`src/rtl/camera_pkg.sv`:
```
// Shared types and constants for the pixel readout path of the 2x2 camera.
package camera_pkg;

  // Capture-side states: wait for row 1, settle the ADC, wait for row 2, commit
  typedef enum logic [1:0] {
    C_WAIT_R1,
    C_SETTLE,
    C_WAIT_R2,
    C_COMMIT
  } cap_state_t;

  localparam int PIX_PER_FRAME = 4;

  typedef logic [1:0] pix_idx_t;

  // Pixel numbering inside a frame: row-major, row 1 first
  localparam pix_idx_t IDX_R1C1 = 2'd0;
  localparam pix_idx_t IDX_R1C2 = 2'd1;
  localparam pix_idx_t IDX_R2C1 = 2'd2;
  localparam pix_idx_t IDX_R2C2 = 2'd3;

  // Slot index for a (row, column) pair; row2/col2 select the second row/column
  function automatic pix_idx_t slot_idx(input logic row2, input logic col2);
    return {row2, col2};
  endfunction

endpackage

```
`src/rtl/pixel_stream_tx.sv`:
```
// Output side of the readout: holds one committed frame and streams it
// one pixel per accepted valid/ready beat, index 0 through 3.
module pixel_stream_tx
  import camera_pkg::*;
#(
  parameter int DATA_W = 8
) (
  input  logic                                    clk,
  input  logic                                    reset,
  input  logic                                    load,
  input  logic [PIX_PER_FRAME-1:0][DATA_W-1:0]    frame,
  input  logic                                    ready,
  output logic [DATA_W-1:0]                       data,
  output pix_idx_t                                index,
  output logic                                    valid,
  output logic                                    last,
  output logic                                    empty
);

  logic [PIX_PER_FRAME-1:0][DATA_W-1:0] frame_q;
  pix_idx_t                             idx_q;
  logic                                 full_q;
  logic                                 accept;
  logic                                 last_beat;
  logic                                 load_ok;

  assign accept    = full_q & ready;
  assign last_beat = accept & (idx_q == IDX_R2C2);
  // Empty as seen after this cycle's accept, so a commit can land on the final beat
  assign empty     = ~full_q | last_beat;
  assign load_ok   = load & empty;

  // Buffer occupancy and beat index; a load on the final beat restarts at index 0
  always_ff @(posedge clk) begin
    // NOTE: sequential state uses <= so every register samples pre-edge values;
    // the later load assignment deliberately overrides the accept update.
    if (reset) begin
      full_q <= 1'b0;
      idx_q  <= IDX_R1C1;
    end else begin
      if (accept)    idx_q  <= idx_q + 2'd1;
      if (last_beat) full_q <= 1'b0;
      if (load_ok) begin
        full_q <= 1'b1;
        idx_q  <= IDX_R1C1;
      end
    end
  end

  // Frame storage, written only on a successful load
  always_ff @(posedge clk) begin
    // NOTE: the pixel storage has no reset; data is qualified by full_q, so
    // clearing the array would only cost reset fan-out.
    if (load_ok) frame_q <= frame;
  end

  assign valid = full_q;
  assign index = idx_q;
  assign data  = full_q ? frame_q[idx_q] : '0;
  assign last  = full_q & (idx_q == IDX_R2C2);

endmodule

```
`src/rtl/pixel_readout_capture.sv`:
```
// Consumer end of the exposure readout: detects ADC strobes, samples both
// column ADCs for each selected row, assembles a 2x2 frame and hands it to
// the stream transmitter. Flags illegal strobes and dropped frames.
module pixel_readout_capture
  import camera_pkg::*;
#(
  parameter int DATA_W     = 8,
  parameter int ADC_SETTLE = 2
) (
  input  logic              Clk,
  input  logic              Reset,
  input  logic              NRE_1,
  input  logic              NRE_2,
  input  logic              ADC,
  input  logic              Erase,
  input  logic [DATA_W-1:0] Adc_Col1,
  input  logic [DATA_W-1:0] Adc_Col2,
  output logic [DATA_W-1:0] Pix_Data,
  output logic [1:0]        Pix_Index,
  output logic              Pix_Valid,
  input  logic              Pix_Ready,
  output logic              Frame_Last,
  output logic              Overrun,
  output logic              Protocol_Err
);

  localparam logic [3:0] SETTLE_LAST = 4'(ADC_SETTLE);

  cap_state_t                           state;
  logic                                 adc_q;
  logic                                 row2;
  logic [3:0]                           settle_cnt;
  logic [PIX_PER_FRAME-1:0][DATA_W-1:0] slots;
  logic                                 adc_event;
  logic                                 row_sel_ok;
  logic                                 sample;
  logic                                 tx_empty;
  logic                                 tx_load;

  assign adc_event  = ADC & ~adc_q;
  // Exactly one row enable must be asserted when the ADC strobe rises
  assign row_sel_ok = NRE_1 ^ NRE_2;
  assign sample     = (state == C_SETTLE) & ~Erase & (settle_cnt == SETTLE_LAST);
  assign tx_load    = (state == C_COMMIT) & tx_empty;

  // ADC strobe history for rising-edge detection
  always_ff @(posedge Clk) begin
    if (Reset) adc_q <= 1'b0;
    else       adc_q <= ADC;
  end

  // Capture FSM with the sticky protocol/overrun flags as registered outputs.
  // Strobe edges are only acted on in the two wait states; one in flight at a time.
  always_ff @(posedge Clk) begin
    if (Reset) begin
      state        <= C_WAIT_R1;
      row2         <= 1'b0;
      settle_cnt   <= '0;
      Overrun      <= 1'b0;
      Protocol_Err <= 1'b0;
    end else begin
      case (state)
        C_WAIT_R1: begin
          if (!Erase && adc_event) begin
            if (row_sel_ok && !NRE_1) begin
              row2       <= 1'b0;
              settle_cnt <= '0;
              state      <= C_SETTLE;
            end else begin
              Protocol_Err <= 1'b1;
            end
          end
        end
        C_WAIT_R2: begin
          if (Erase) begin
            state <= C_WAIT_R1;
          end else if (adc_event) begin
            if (row_sel_ok) begin
              // NRE_1 high here means NRE_2 is the one asserted; row 1 may be redone
              row2       <= NRE_1;
              settle_cnt <= '0;
              state      <= C_SETTLE;
            end else begin
              Protocol_Err <= 1'b1;
            end
          end
        end
        C_SETTLE: begin
          if (Erase) begin
            state <= C_WAIT_R1;
          end else if (sample) begin
            state <= row2 ? C_COMMIT : C_WAIT_R2;
          end else begin
            settle_cnt <= settle_cnt + 4'd1;
          end
        end
        C_COMMIT: begin
          if (!tx_empty) Overrun <= 1'b1;
          state <= C_WAIT_R1;
        end
        default: state <= C_WAIT_R1;
      endcase
    end
  end

  // Capture slots: both columns of the selected row, written at the end of settling
  always_ff @(posedge Clk) begin
    if (sample) begin
      slots[slot_idx(row2, 1'b0)] <= Adc_Col1;
      slots[slot_idx(row2, 1'b1)] <= Adc_Col2;
    end
  end

  pixel_stream_tx #(
    .DATA_W (DATA_W)
  ) u_stream_tx (
    .clk   (Clk),
    .reset (Reset),
    .load  (tx_load),
    .frame (slots),
    .ready (Pix_Ready),
    .data  (Pix_Data),
    .index (Pix_Index),
    .valid (Pix_Valid),
    .last  (Frame_Last),
    .empty (tx_empty)
  );

endmodule

```
`config.mk`:
```
export PLATFORM = sky130hd
export DESIGN_NAME = pixel_readout_capture
export DESIGN_NICKNAME = d
export VERILOG_FILES = /design/src/rtl/camera_pkg.sv /design/src/rtl/pixel_stream_tx.sv /design/src/rtl/pixel_readout_capture.sv
export SDC_FILE = /design/constraint.sdc
export NUM_CORES = 1
export LEC_CHECK = 0
export ABC_CLOCK_PERIOD_IN_PS = 4050
export BUFFER_PORTS_ARGS = -buffer_cell sky130_fd_sc_hd__buf_2
export CAP_MARGIN = 5
export CORE_MARGIN = 2
export CORE_UTILIZATION = 50
export CTS_BUF_LIST = sky130_fd_sc_hd__clkbuf_16
export CTS_CLUSTER_DIAMETER = 80
export DETAILED_ROUTE_END_ITERATION = 8
export GPL_TIMING_DRIVEN = 0
export PLACE_DENSITY = 0.79
export SLEW_MARGIN = 10
export SYNTH_ARGS = -nofsm -noshare
export SYNTH_HDL_FRONTEND = slang
export SYNTH_SLANG_ARGS = --single-unit
```
`constraint.sdc`:
```
create_clock -name Clk -period 4.05 [get_ports Clk]
set_input_delay 0.405 -clock Clk [delete_from_list [all_inputs] [get_ports Clk]]
set_output_delay 0.405 -clock Clk [all_outputs]
set_load 0.03 [all_outputs]
```
Word level (Yosys, flattened, before mapping). Index checks and enable logic that the tools add are counted.

Register bits after elaboration: 77. Input port bits: 23. Output and inout port bits: 14. Word-level logic and storage cells: 110.

Add/sub/neg operators: 2. Order comparisons: 5. Equal/unequal tests: 17. Mux-type cells: 40. Bitwise operators: 14. Reduce and logical (&&, ||, !) cells: 16.

Operators with widths (count): 32-bit bitwise mux (2); 8-bit 2-to-1 mux (4); 4-bit 2-to-1 mux (7); 2-bit != test (second input constant) (9); 8-bit binary-select mux with 2-bit select (1); 8-bit demux with 1-bit select (2); 2-bit 2-to-1 mux (7); 1-bit 2-to-1 mux (13); 4-bit one-hot mux with 3 select lines (1); 6-bit AND reduction (2); 2-bit by 3-bit less-than comparator with 1-bit output (second input constant) (3); 3-bit != test (second input constant) (3); 1-bit bitwise AND (8); 2-bit one-hot mux with 4 select lines (1); 8-bit AND reduction (1); 2-bit equality test (second input constant) (3); 5-bit AND reduction (1); 4-bit by 1-bit adder with 4-bit output (second input constant) (1); 4-bit by 2-bit equality test with 1-bit output (second input constant) (1); 2-bit by 1-bit greater-or-equal comparator with 1-bit output (second input constant) (2); 1-bit logical AND (4); 1-bit inverter (4); 1-bit one-hot mux with 2 select lines (2); 2-bit nonzero test (2); 9 further kinds (10).

Logic depth before layout (Yosys ltp).
Depth after elaboration: 6. Gate-level depth with buffers: 6. Depth with buffers taken out: 6.

Cells and area by module. Synthesis repeated with hierarchy kept, for this count alone.

Cells, all modules: 186. Area total of the unflattened synthesis: 2985.4 µm².

By module, submodules not included: pixel_readout_capture (times used 1, cells an instance 110, area an instance 1622.8 µm², seq. area each 1161.1 µm²); pixel_stream_tx (times used 1, cells an instance 76, area an instance 1362.6 µm², seq. area each 1021.0 µm²).

Worst setup path after synthesis. Ideal clock, no wire load.

Path kind: flip-flop to flip-flop. Start: register u_stream_tx.idx_q[1], in the netlist u_stream_tx.index[1]. End: register u_stream_tx.frame_q[0] in the netlist's numbering (enable). Setup time: 0.424 ns. Arrival: 2.286 ns. Data required time: 3.626 ns. Setup slack: 1.340 ns. Stages on the path, launching flop included: 4. Path buffers: 0. Clock period less this slack: 2.710 ns. Cells stage by stage: dfxtp_1 -> ha_1 -> a21boi_0 -> nor2_1.

Cells in the longest elaborated chain, start to end: 5.

Ends and longest elaborated chain: start, declared (line pixel_stream_tx.sv:21) `pix_idx_t idx_q;`; start signal, assigned (line pixel_stream_tx.sv:41) `if (accept) idx_q <= idx_q + 2'd1;`; 2-bit equality test (*) (line pixel_stream_tx.sv:28) `assign last_beat = accept & (idx_q == IDX_R2C2);`; 1-bit bitwise AND (*) (line pixel_stream_tx.sv:28); 1-bit OR (*) (line pixel_stream_tx.sv:30) `assign empty = ~full_q | last_beat;`; 1-bit bitwise AND (line pixel_readout_capture.sv:44) `assign tx_load = (state == C_COMMIT) & tx_empty;`; 1-bit bitwise AND (*) (line pixel_stream_tx.sv:31) `assign load_ok = load & empty;`; via u_stream_tx.load_ok (line pixel_stream_tx.sv:25) `logic load_ok;`; end signal, assigned (line pixel_stream_tx.sv:54) `if (load_ok) frame_q <= frame;`; end, declared (line pixel_stream_tx.sv:20) `logic [PIX_PER_FRAME-1:0][DATA_W-1:0] frame_q;`.

The timed path passes the listed nets; every way through them passes the cells marked *. A chain may end at the register's enable or synchronous reset.

Final worst setup path.
Start: register u_stream_tx.idx_q[0], in the netlist u_stream_tx.index[0]. End: output port Pix_Data[2].

Cells in the longest elaborated chain, start to end: 3.

Ends and longest elaborated chain: 8-bit binary-select mux with 2-bit select (line pixel_stream_tx.sv:59) `assign data = full_q ? frame_q[idx_q] : '0;`; 8-bit 2-to-1 mux (not written as such) (line pixel_stream_tx.sv:59); 8-bit 2-to-1 mux (line pixel_stream_tx.sv:59); end, declared (line pixel_readout_capture.sv:18) `output logic [DATA_W-1:0] Pix_Data,`.

No other way between the ends. The select of a mux whose other input is x is not followed.

==> run metrics <==
DRC viols 0; First-pass DRT Iterations 4; final std cells w/o fill between 200 and 300; hold buffer count at cts 0; core box area roughly 5500 sq um; sequential-to-total area share from yosys stat 75.7%; Die Area between 6000 and 7000 sq um; placed cell count around 280; Crit Path Category reg2out; total wire length 4.59 mm; share of layout cells above drive strength 1 26.7%; RePlAce Congestion 0.782; xor-xnor portion of the synthesized cell area less than 1%; routed vias/inst 5.06; final worst-path cycle share a little under three fifths; largest family of logic cells by synthesized area simple AND/OR/NAND/NOR gates; post-CTS sizing 0; hold wc startpoint Adc_Col1[1]; Ports 37; clock sinks just under 80; CTS tree done; Antenna Nets Post-Route 0; Clock Skew 0.00692 ns; Layout area overhead 18.4%; Ant. Diodes 0; H-tree levels 3; Pwr per Cell Area about 460 nW/um^2; IO buf count 35; largest cells by area after synthesis edfxtp_1, dfxtp_1, mux4_2, and2_1, nor2b_1; Fmax achieved 435 MHz; CTS Buffer Depth 2; routed len/inst between 15 and 20 um; Post-Syn Area per Cell 17.0 sq um; vias in the first global route ~1,600; Post-layout nets roughly 240; run status finished clean; Ys Warns 0; Final TNS setup 0 ns; initial DRC count between 80 and 90; max_cap viols 0; Critical Path End Type output pin; number of register bits inferred by synthesis 77; RSZ-0062 raised after global routing false; post-synthesis mux area share roughly 6.6%; Tmin final 2.30 ns; Num CTS Buffers 9; pin count of the biggest net entering global routing 35; Clock Root Buffer clkbuf_16; first-pass GRT wire length roughly 7.4 mm; Final Hold Vio Count 0; arrival time at the worst endpoint approximately 1.9 ns; Worst Setup SP u_stream_tx.index[0]; slew margin rel. 41.1%; Worst Path Max Fanout 9; area share of fa/ha/maj cells after synthesis roughly 1.7%; Detailed Place HPWL slightly below 3 mm; share of the synthesized area in the top cell type 66.7%; Syn Inst Count between 150 and 200; Reg-to-Reg Start settle_cnt[0]; initial core utilization between 50% and 60%; synth unique cells 31; startpoint types register; Post-Syn Nets 197; Worst Max-Slew Pin Slew roughly 0.88 ns; initial antenna violation count 0; All-Layer GR Usage 16.3%; Reg clk slew, reported paths 0.05 ns; global route total overflow 0; Simple-Gate Fraction of Synth Area roughly 11%; post-synthesis instance area roughly 2900 sq um; VDD IR max between 0.2 and 0.25 mV; final setup fails 0; Pins Over Slew Limit 0; die height 79.9 um; HP Class in2reg; Die W ~80 um; Post-CTS Setup Bufs 0; via count 1,484; leak pwr around 0.0012 uW; CP required 3.64 ns; complex-gate fraction of the synthesized area between 2 and 2.5%; Synth area leader edfxtp_1; Clock Latency Late Sink 0.33 ns; cell row count 27
[sequential cells by signal (all words and copies together) (netlist names)]
register             count
u_stream_tx.index        2
u_stream_tx.frame_q     32
u_stream_tx.valid        1
row2                     1
Overrun                  1
adc_q                    1
Protocol_Err             1
settle_cnt               4
state                    2
slots                   32
[where the power goes]
group | total [uW] | switching [uW] | internal [uW]
registers | 853 | 1.17 | 852
logic | 27.4 | 14.3 | 13.1
clock network | 676 | 275 | 401
[layout by cell type, fill, tap and decap left out, types with 2 or more instances in the layout]
master,instances
edfxtp_1,64
buf_2,36
and2_1,17
dfxtp_1,13
nor2b_1,10
nor2_1,9
clkbuf_16,9
mux4_2,8
inv_1,7
nand2_1,6
a21oi_1,5
clkbuf_1,4
ha_1,4
nor3b_1,2
nor3_1,2
xor2_1,2
nand4_1,2
clkinv_1,2
clkinv_2,2
[metrics by stage]
step	utilization (%)	setup slack, ns	hold slack, ns	power (uW)	area [sq um]
after floorplan	-	1.34	0.400	880	2880
after global placement	56.8	1.09	0.401	895	3150
after detailed placement	57.0	1.88	0.405	896	3160
after CTS	61.6	1.72	0.251	1570	3410
after global routing	61.6	1.58	0.252	1600	3410
final	61.6	1.75	0.264	1560	3410
[cell type report]
class / count / area (sq um)
Timing Repair Buffer: 35 / 175
Buffer: 6 / 23.8
Clock buffer: 9 / 225
Inverter: 4 / 15.0
Clock inverter: 7 / 28.8
Multi-Input combinational cell: 83 / 671
Tap cell: 72 / 90.1
Sequential cell: 77 / 2180
Fill cell: 412 / 2130
[path summary, 6_finish.rpt]
kind	endpoint	slack [ns]	cells past startpoint
min reg2reg	u_stream_tx.frame_q[28]	0.42	0
max reg2reg	slots[12]	1.81	5
max	Pix_Data[2]	1.75	4
min	slots[17]	0.26	1
[synthesized netlist by cell type, drive strengths merged]
cell / n
edfxtp: 64
and2: 17
dfxtp: 13
nor2: 11
nor2b: 10
mux4: 8
nand2: 6
a21oi: 5
clkbuf: 4
ha: 4
inv: 4
nor3b: 3
buf: 2
nand4: 2
nor3: 2
o21ai: 2
xor2: 2
a211oi: 1
a21boi: 1
a31oi: 1
and2b: 1
and3: 1
mux2i: 1
nand2b: 1
nor4b: 1
o311ai: 1
or3: 1
xnor2: 1
[critical path, stage by stage, from the launching register on]
cell	delay, ns
dfxtp_1	0.35
buf_2	0.33
mux4_2	0.56
and2_1	0.16
buf_2	0.17
[kinds of logic (layout without fill, tap and decap cells)]
group / after synthesis / count (layout)
DFF: 77 / 77
and+or+nand+nor: 56 / 56
AOI/OAI and AO/OA: 11 / 11
buffers and inverters: 10 / 61
muxes: 9 / 9
adders and majority gates: 4 / 4
xor gates and xnor gates: 3 / 3
[layer usage]
metal  vias to the layer above  global-route usage, %  share of wire (%)
li1                        726                      -                  -
met1                       707                   18.8                 42
met5                         -                      0                  0
met4                         0                   8.64                2.1
met2                        40                   27.1                 51
met3                        11                   5.20                4.6
Note: power is estimated with default switching activity, not from simulation.
